## src/rtl/hazard_if.sv

```systemverilog
// hazard_if: signal bundle between the pipeline datapath and hazard_unit.
//   master : pipeline side (drives register indices and enables, reads controls)
//   slave  : hazard_unit side
// Signals:
//   Rs1D/Rs2D            decode source registers
//   Rs1E/Rs2E/RdE        execute sources and destination
//   RdM/RdW, RegWriteM/W memory/writeback destinations and write enables
//   ResultSrcE           execute result select (3'b001 = load)
//   PCSrcE, MulStartE    taken branch/jump in E, multi-cycle op in E
//   ForwardAE/BE         operand select: 00 regfile, 01 ResultW, 10 ALUResultM
//   Stall*/Flush*        pipeline control
//   MulDoneE             one-cycle multi-cycle completion pulse
interface hazard_if;
    logic [4:0] Rs1D, Rs2D;
    logic [4:0] Rs1E, Rs2E, RdE;
    logic [4:0] RdM, RdW;
    logic       RegWriteM, RegWriteW;
    logic [2:0] ResultSrcE;
    logic       PCSrcE, MulStartE;
    logic [1:0] ForwardAE, ForwardBE;
    logic       StallF, StallD, StallE;
    logic       FlushD, FlushE, FlushM;
    logic       MulDoneE;

    modport master (
        output Rs1D, Rs2D, Rs1E, Rs2E, RdE, RdM, RdW, RegWriteM, RegWriteW,
               ResultSrcE, PCSrcE, MulStartE,
        input  ForwardAE, ForwardBE, StallF, StallD, StallE,
               FlushD, FlushE, FlushM, MulDoneE
    );

    modport slave (
        input  Rs1D, Rs2D, Rs1E, Rs2E, RdE, RdM, RdW, RegWriteM, RegWriteW,
               ResultSrcE, PCSrcE, MulStartE,
        output ForwardAE, ForwardBE, StallF, StallD, StallE,
               FlushD, FlushE, FlushM, MulDoneE
    );
endinterface

```

## src/rtl/hazard_unit.sv

```systemverilog
// hazard_unit: forwarding, load-use stall, branch flush and multi-cycle
// execute sequencing for a 5-stage pipeline.
// Ports:
//   clk    rising-edge clock
//   reset  synchronous, active-high reset
//   hz     hazard_if.slave bundle (see hazard_if.sv)
//   StallCount/FlushCount (32-bit, only with HAZARD_PERF_EN defined):
//          cycles with StallF=1 / cycles with FlushD or FlushE = 1
// Parameters:
//   MUL_LAT  multi-cycle execute latency, 1..15 (cnt is 4 bits wide)
// Build option: define HAZARD_PERF_EN to add the performance counters.
module hazard_unit #(
    parameter int unsigned MUL_LAT = 4
) (
    input  logic        clk,
    input  logic        reset,
    hazard_if.slave     hz
`ifdef HAZARD_PERF_EN
    ,
    output logic [31:0] StallCount,
    output logic [31:0] FlushCount
`endif
);

    typedef enum logic {IDLE, BUSY} state_t;

    state_t     state, state_nx;
    logic [3:0] cnt, cnt_nx;
    logic       busy_stall, mul_done, lw_stall;
    logic       stall_f, flush_d, flush_e;

    // Memory stage wins over Writeback; x0 never forwards.
    function automatic logic [1:0] fwd_sel(input logic [4:0] rs);
        if (hz.RegWriteM && rs != 5'd0 && hz.RdM == rs)      return 2'b10;
        else if (hz.RegWriteW && rs != 5'd0 && hz.RdW == rs) return 2'b01;
        else                                                 return 2'b00;
    endfunction

    assign lw_stall = (hz.ResultSrcE == 3'b001) && (hz.RdE != 5'd0) &&
                      ((hz.RdE == hz.Rs1D) || (hz.RdE == hz.Rs2D));

    always_ff @(posedge clk) begin
        if (reset) begin
            state <= IDLE;
            cnt   <= 4'd0;
        end else begin
            state <= state_nx;
            cnt   <= cnt_nx;
        end
    end

    // The start cycle itself stalls, so BUSY needs MUL_LAT-1 more stall
    // cycles before the done cycle. A branch in the same cycle kills the op.
    always_comb begin
        state_nx   = state;
        cnt_nx     = cnt;
        busy_stall = 1'b0;
        mul_done   = 1'b0;
        case (state)
            IDLE: begin
                if (hz.MulStartE && !hz.PCSrcE) begin
                    busy_stall = 1'b1;
                    state_nx   = BUSY;
                    cnt_nx     = 4'(MUL_LAT - 1);
                end
            end
            BUSY: begin
                if (cnt != 4'd0) begin
                    busy_stall = 1'b1;
                    cnt_nx     = cnt - 4'd1;
                end else begin
                    // MulStartE is deliberately ignored here: the op in E
                    // is finishing, not a new one.
                    mul_done = 1'b1;
                    state_nx = IDLE;
                end
            end
            default: state_nx = IDLE;
        endcase
    end

    assign stall_f = reset ? 1'b0 : (lw_stall || busy_stall);
    assign flush_d = reset ? 1'b1 : hz.PCSrcE;
    // While the multi-cycle op holds E, the load-use bubble must not
    // overwrite it; StallE already holds the instruction.
    assign flush_e = reset ? 1'b1 : (hz.PCSrcE || (lw_stall && !busy_stall));

    always_comb begin
        hz.ForwardAE = reset ? 2'b00 : fwd_sel(hz.Rs1E);
        hz.ForwardBE = reset ? 2'b00 : fwd_sel(hz.Rs2E);
        hz.StallF    = stall_f;
        hz.StallD    = stall_f;
        hz.StallE    = reset ? 1'b0 : busy_stall;
        hz.FlushD    = flush_d;
        hz.FlushE    = flush_e;
        hz.FlushM    = reset ? 1'b1 : busy_stall;
        hz.MulDoneE  = reset ? 1'b0 : mul_done;
    end

`ifdef HAZARD_PERF_EN
    always_ff @(posedge clk) begin
        if (reset) begin
            StallCount <= 32'd0;
            FlushCount <= 32'd0;
        end else begin
            if (stall_f)            StallCount <= StallCount + 32'd1;
            if (flush_d || flush_e) FlushCount <= FlushCount + 32'd1;
        end
    end
`endif

endmodule

```

## src/flat_wrapper.sv

```systemverilog
// flat-port wrapper written by rule: the top's interface ports become plain ports
module hazard_unit_flat 
#(
    parameter int unsigned MUL_LAT = 4
)
  (clk, reset, hz_Rs1D, hz_Rs2D, hz_Rs1E, hz_Rs2E, hz_RdE, hz_RdM, hz_RdW, hz_RegWriteM, hz_RegWriteW, hz_ResultSrcE, hz_PCSrcE, hz_MulStartE, hz_ForwardAE, hz_ForwardBE, hz_StallF, hz_StallD, hz_StallE, hz_FlushD, hz_FlushE, hz_FlushM, hz_MulDoneE);
  hazard_if hz_i ();
  input  logic clk;
  input  logic reset;
  input wire logic [$bits(hz_i.Rs1D)-1:0] hz_Rs1D;
  input wire logic [$bits(hz_i.Rs2D)-1:0] hz_Rs2D;
  input wire logic [$bits(hz_i.Rs1E)-1:0] hz_Rs1E;
  input wire logic [$bits(hz_i.Rs2E)-1:0] hz_Rs2E;
  input wire logic [$bits(hz_i.RdE)-1:0] hz_RdE;
  input wire logic [$bits(hz_i.RdM)-1:0] hz_RdM;
  input wire logic [$bits(hz_i.RdW)-1:0] hz_RdW;
  input wire logic [$bits(hz_i.RegWriteM)-1:0] hz_RegWriteM;
  input wire logic [$bits(hz_i.RegWriteW)-1:0] hz_RegWriteW;
  input wire logic [$bits(hz_i.ResultSrcE)-1:0] hz_ResultSrcE;
  input wire logic [$bits(hz_i.PCSrcE)-1:0] hz_PCSrcE;
  input wire logic [$bits(hz_i.MulStartE)-1:0] hz_MulStartE;
  output wire logic [$bits(hz_i.ForwardAE)-1:0] hz_ForwardAE;
  output wire logic [$bits(hz_i.ForwardBE)-1:0] hz_ForwardBE;
  output wire logic [$bits(hz_i.StallF)-1:0] hz_StallF;
  output wire logic [$bits(hz_i.StallD)-1:0] hz_StallD;
  output wire logic [$bits(hz_i.StallE)-1:0] hz_StallE;
  output wire logic [$bits(hz_i.FlushD)-1:0] hz_FlushD;
  output wire logic [$bits(hz_i.FlushE)-1:0] hz_FlushE;
  output wire logic [$bits(hz_i.FlushM)-1:0] hz_FlushM;
  output wire logic [$bits(hz_i.MulDoneE)-1:0] hz_MulDoneE;
  assign hz_i.Rs1D = hz_Rs1D;
  assign hz_i.Rs2D = hz_Rs2D;
  assign hz_i.Rs1E = hz_Rs1E;
  assign hz_i.Rs2E = hz_Rs2E;
  assign hz_i.RdE = hz_RdE;
  assign hz_i.RdM = hz_RdM;
  assign hz_i.RdW = hz_RdW;
  assign hz_i.RegWriteM = hz_RegWriteM;
  assign hz_i.RegWriteW = hz_RegWriteW;
  assign hz_i.ResultSrcE = hz_ResultSrcE;
  assign hz_i.PCSrcE = hz_PCSrcE;
  assign hz_i.MulStartE = hz_MulStartE;
  assign hz_ForwardAE = hz_i.ForwardAE;
  assign hz_ForwardBE = hz_i.ForwardBE;
  assign hz_StallF = hz_i.StallF;
  assign hz_StallD = hz_i.StallD;
  assign hz_StallE = hz_i.StallE;
  assign hz_FlushD = hz_i.FlushD;
  assign hz_FlushE = hz_i.FlushE;
  assign hz_FlushM = hz_i.FlushM;
  assign hz_MulDoneE = hz_i.MulDoneE;
  hazard_unit #(.MUL_LAT(MUL_LAT)) u_core (.clk(clk), .reset(reset), .hz(hz_i));
endmodule
```

## config.mk

```make
export PLATFORM = sky130hd
export DESIGN_NAME = hazard_unit_flat
export DESIGN_NICKNAME = d
export VERILOG_FILES = /design/src/rtl/hazard_if.sv /design/src/rtl/hazard_unit.sv /design/src/flat_wrapper.sv
export SDC_FILE = /design/constraint.sdc
export NUM_CORES = 1
export LEC_CHECK = 0
export ABC_AREA = 1
export BUFFER_PORTS_ARGS = -buffer_cell sky130_fd_sc_hd__buf_2
export CAP_MARGIN = 30
export CELL_PAD_IN_SITES_DETAIL_PLACEMENT = 0
export CELL_PAD_IN_SITES_GLOBAL_PLACEMENT = 1
export CORE_ASPECT_RATIO = 1.4
export CORE_MARGIN = 3
export CORE_UTILIZATION = 27
export CTS_CLUSTER_SIZE = 14
export DETAILED_ROUTE_END_ITERATION = 6
export PLACE_DENSITY = 0.88
export SLEW_MARGIN = 20
export SYNTH_ARGS = -nofsm -noshare
export SYNTH_HDL_FRONTEND = slang
export SYNTH_SLANG_ARGS = --single-unit
```

## constraint.sdc

```tcl
create_clock -name clk -period 3.34 [get_ports clk]
set_input_delay 0.167 -clock clk [delete_from_list [all_inputs] [get_ports clk]]
set_output_delay 0.167 -clock clk [all_outputs]
set_load 0.01 [all_outputs]
```

Word level (Yosys, flattened, before mapping):

Index checks and enable logic that the tools add are counted.

* bits in registers: 5
* input bits: 44
* output and inout port bits: 11
* word-level logic and storage cells: 55

* add/sub/neg operators: 1
* equality and inequality tests: 9
* muxes and demuxes: 20
* bitwise logic cells: 1
* reduce and logical (&&, ||, !) cells: 22

Operators by type and width (count)
* equality test 5 bit: 6
* nonzero test 5 bit: 3
* logical AND 1 bit: 12
* two-way mux 1 bit: 12
* two-way mux 2 bit: 4
* two-way mux 4 bit: 2
* case mux 4 bit (2 select lines): 1
* nonzero test 4 bit: 1
* subtractor 4 x 1 -> 4 bit (second input constant): 1
* equality test 3 x 1 -> 1 bit (second input constant): 1
* logical OR 1 bit: 3
* zero test 1 bit: 2
* != test 2 x 1 -> 1 bit (second input constant): 1
* != test 2 bit (second input constant): 1
* case mux 1 bit (2 select lines): 1
* AND reduction 2 bit: 1
* inverter 1 bit: 1

Depth between registers and ports, before layout:

* word-level depth: 8
* gate-level depth with buffers: 9
* depth with buffers taken out: 9

Worst setup path after synthesis:

No wires, ideal clock.

* path type: register to output
* start point: register u_core.cnt[0]
* end point: output hz_StallF
* data arrival time: 1161 ps
* data required time: 3173 ps
* path slack: 2012 ps
* cell stages (with the launch flop): 9
* buffers on the path: 1
* cells stage by stage: dfxtp_1 > inv_1 > ha_1 > nand3_1 > nand2_2 > inv_2 > nand2_2 > nand2_1 > buf_4

* cells in the longest elaborated chain, start to end: 5

RTL lines
* start, declared: line hazard_unit.sv:28 `logic [3:0] cnt, cnt_nx;`
* start signal, assigned: line hazard_unit.sv:48 `cnt <= cnt_nx;`
* nonzero test 4 bit: line hazard_unit.sv:68 `if (cnt != 4'd0) begin`
* two-way mux 1 bit: line hazard_unit.sv:68
* case mux 1 bit (2 select lines): line hazard_unit.sv:59 `case (state)`
* logical OR 1 bit: line hazard_unit.sv:82 `assign stall_f = reset ? 1'b0 : (lw_stall || busy_stall);`
* two-way mux 1 bit: line hazard_unit.sv:82
* end, declared: line flat_wrapper.sv:24 `output wire logic [$bits(hz_i.StallF)-1:0] hz_StallF;`

No other way between the ends.

Worst setup path in the final report:

* start point: register u_core.cnt[0]
* end point: output hz_StallD

* cells in the longest elaborated chain, start to end: 5

RTL lines
* nonzero test 4 bit: line hazard_unit.sv:68
* two-way mux 1 bit: line hazard_unit.sv:68
* case mux 1 bit (2 select lines): line hazard_unit.sv:59
* logical OR 1 bit: line hazard_unit.sv:82
* two-way mux 1 bit: line hazard_unit.sv:82
* end, declared: line flat_wrapper.sv:25 `output wire logic [$bits(hz_i.StallD)-1:0] hz_StallD;`

No other way between the ends.

==> results.json <==
{
  "hold_viol": 0,
  "core_area_sq_um": 2940,
  "dpl_worst_slack_ns": 1.98,
  "layout-drive-gt1-share_pct": 30.6,
  "cts_sinks": 5,
  "tightest_slew_ns": 0.274,
  "final_cell_mix": "buf_2, nand2_1, inv_1, nor2_1, nand3_1",
  "drv_cap": 0,
  "cp_data_arrival_time_ns": 1.41,
  "synth_area_per_cell_sq_um": 5.16,
  "slowest_delay_ns": 0.28,
  "vias_per_cell": 4.34,
  "peakVddDrop_uv": 286,
  "path_class": "register to output port",
  "ctsResizeCount": 0,
  "ys_types": 20,
  "critPathRequiredTime_ns": 3.17,
  "numCtsBuffers": 3,
  "period_needed_ns": 1.58,
  "p_leak_nw": 0.749,
  "grt_pass1_vias": 1093,
  "grt_max_degree": 7,
  "std_cell_rows": 23,
  "die_h_um": 72.4,
  "setup_viol": 0,
  "synth_warnings": 0,
  "grt_pass1_wl_mm": 4.05,
  "dieArea_sq_um": 3870,
  "slew_viol_final": 0,
  "postCtsSetupBuffers": 0,
  "fin_area_sq_um": 1200,
  "fmax_mhz": 634,
  "yosysSeqAreaShare_pct": 11.8,
  "status": "complete, no violations",
  "dp_hpwl_mm": 2.19,
  "post_drt_wl_per_cell_um": 9.31,
  "tns_ns": 0,
  "placed_area_sq_um": 1160,
  "htreeDepth": 1,
  "cts_buffer_depth": 2,
  "path_clk_slew_ns": 0.04,
  "io_buffer_count": 54,
  "start_kind": "register",
  "powerDensity_nw_per_um2": 265,
  "path_common_cell": "nand2_2",
  "grt_usage_pct": 13.3,
  "total_power_uw": 320,
  "synth_seq_cells": 5,
  "die_w_um": 53.4,
  "finalClockSkew_ns": 0.00218,
  "slew_headroom_pct": 81.5,
  "detail-route-antenna-nets": 0,
  "grt.overflow.total": 0,
  "path_max_fanout": 4,
  "vias": 1125,
  "drc": 0,
  "synthCells": 165,
  "cts_tree": "done",
  "gp_congestion": 0.773,
  "timing.final.crit_share_pct": 47.3,
  "syn_to_final_growth_pct": 41.6,
  "initialDrtViolationCount": 22,
  "io-pin-count": 55,
  "end_kind": "output port",
  "diodes": 0,
  "nets": 268,
  "critPathSlowestCell": "dfxtp_1",
  "antenna_found_initial": 0,
  "clk_latency_ns": 0.22,
  "rsz0062_at_grt": "false",
  "initial_utilization_pct": 29.0,
  "drt_wl_total_mm": 2.41,
  "hold_buffers": 0,
  "hold_class": "input pin to register",
  "final_common_cell": "buf_2",
  "syn_area_sq_um": 851,
  "synth_fp_nets": 210,
  "final.setup.worst_slack_ns": 1.76,
  "cts_root_buf": "clkbuf_8",
  "crit_chain": "inv_1, ha_1, nand3_1, nand2_2, inv_2, nand2_2, nand2_1, buf_2",
  "firstDrtPassIters": 4
}
final timing paths:
check                           cells past startpoint  slack (ns)                  startpoint                          to
worst min register to register                      2        0.50  u_core.cnt[1]$_SDFFE_PP0P_  u_core.cnt[1]$_SDFFE_PP0P_
worst max register to register                      9        2.06  u_core.cnt[0]$_SDFFE_PP0P_  u_core.cnt[0]$_SDFFE_PP0P_
worst max-delay path                                8        1.76  u_core.cnt[0]$_SDFFE_PP0P_                   hz_StallD
worst min-delay path                                4        0.40                       reset        u_core.state$_DFF_P_
sequential cells by signal, summed over array words and instances, names as in the netlist:
name,cells
u_core.state,1
u_core.cnt,4
where the power goes:
part           internal, mW  switching (mW)
logic                0.0597          0.0781
clock network        0.0818          0.0284
registers            0.0676         0.00407
kinds of logic (layout without fill, tap and decap cells):
family | Yosys count | in the layout | synth area share (%)
buffers and inverters | 38 | 95 | 17.2
XOR/XNOR | 11 | 11 | 11.3
AO/OA/AOI/OAI | 12 | 12 | 8.68
adder cells (fa/ha/maj) | 1 | 1 | 1.47
AND/OR/NAND/NOR | 98 | 98 | 49.6
flip-flops | 5 | 5 | 11.8
worst max-delay path: cells and delay by family (launching register included):
family / cells / cell delay [ns]
adders and majority gates: 1 / 0.22
buffers and inverters: 3 / 0.32
DFF: 1 / 0.28
and+or+nand+nor: 4 / 0.36
synthesized netlist by cell type:
cell type | count | area, sq um
a21oi_1 | 1 | 5.00
buf_4 | 1 | 7.51
dfxtp_1 | 5 | 100
ha_1 | 1 | 12.5
inv_1 | 34 | 128
inv_2 | 3 | 11.3
nand2_1 | 47 | 176
nand2_2 | 3 | 18.8
nand3_1 | 8 | 40.0
nand4_1 | 6 | 37.5
nor2_1 | 26 | 97.6
nor2_2 | 1 | 6.26
nor3_1 | 4 | 20.0
nor3_2 | 1 | 10.0
nor3b_1 | 2 | 15.0
o21ai_0 | 6 | 30.0
o21ai_2 | 3 | 26.3
o22ai_1 | 2 | 12.5
xnor2_1 | 4 | 35.0
xor2_1 | 7 | 61.3
final cells by class:
class | instances | area, sq um
Multi-Input combinational cell | 122 | 604
Tap cell | 37 | 46.3
Sequential cell | 5 | 100
Inverter | 37 | 139
Timing Repair Buffer | 54 | 270
Clock buffer | 4 | 45.0
Fill cell | 360 | 1730
metal layers:
| layer | GRT usage, % | wire [um] |
|---|---|---|
| met2 | 25.8 | 1270 |
| met3 | 2.46 | 166 |
| met4 | 3.69 | 32 |
| met5 | 0 | 0 |
| met1 | 13.7 | 946 |
through the flow:
step	std cells	hold WS (ns)	util, %
global placement	255	0.489	39.5
global route	259	0.450	41.0
floorplan	165	0.367	-
finish	259	0.397	41.0
CTS	259	0.418	41.0
detailed placement	255	0.509	39.5
No activity file was read; power rests on OpenSTA's default activity.
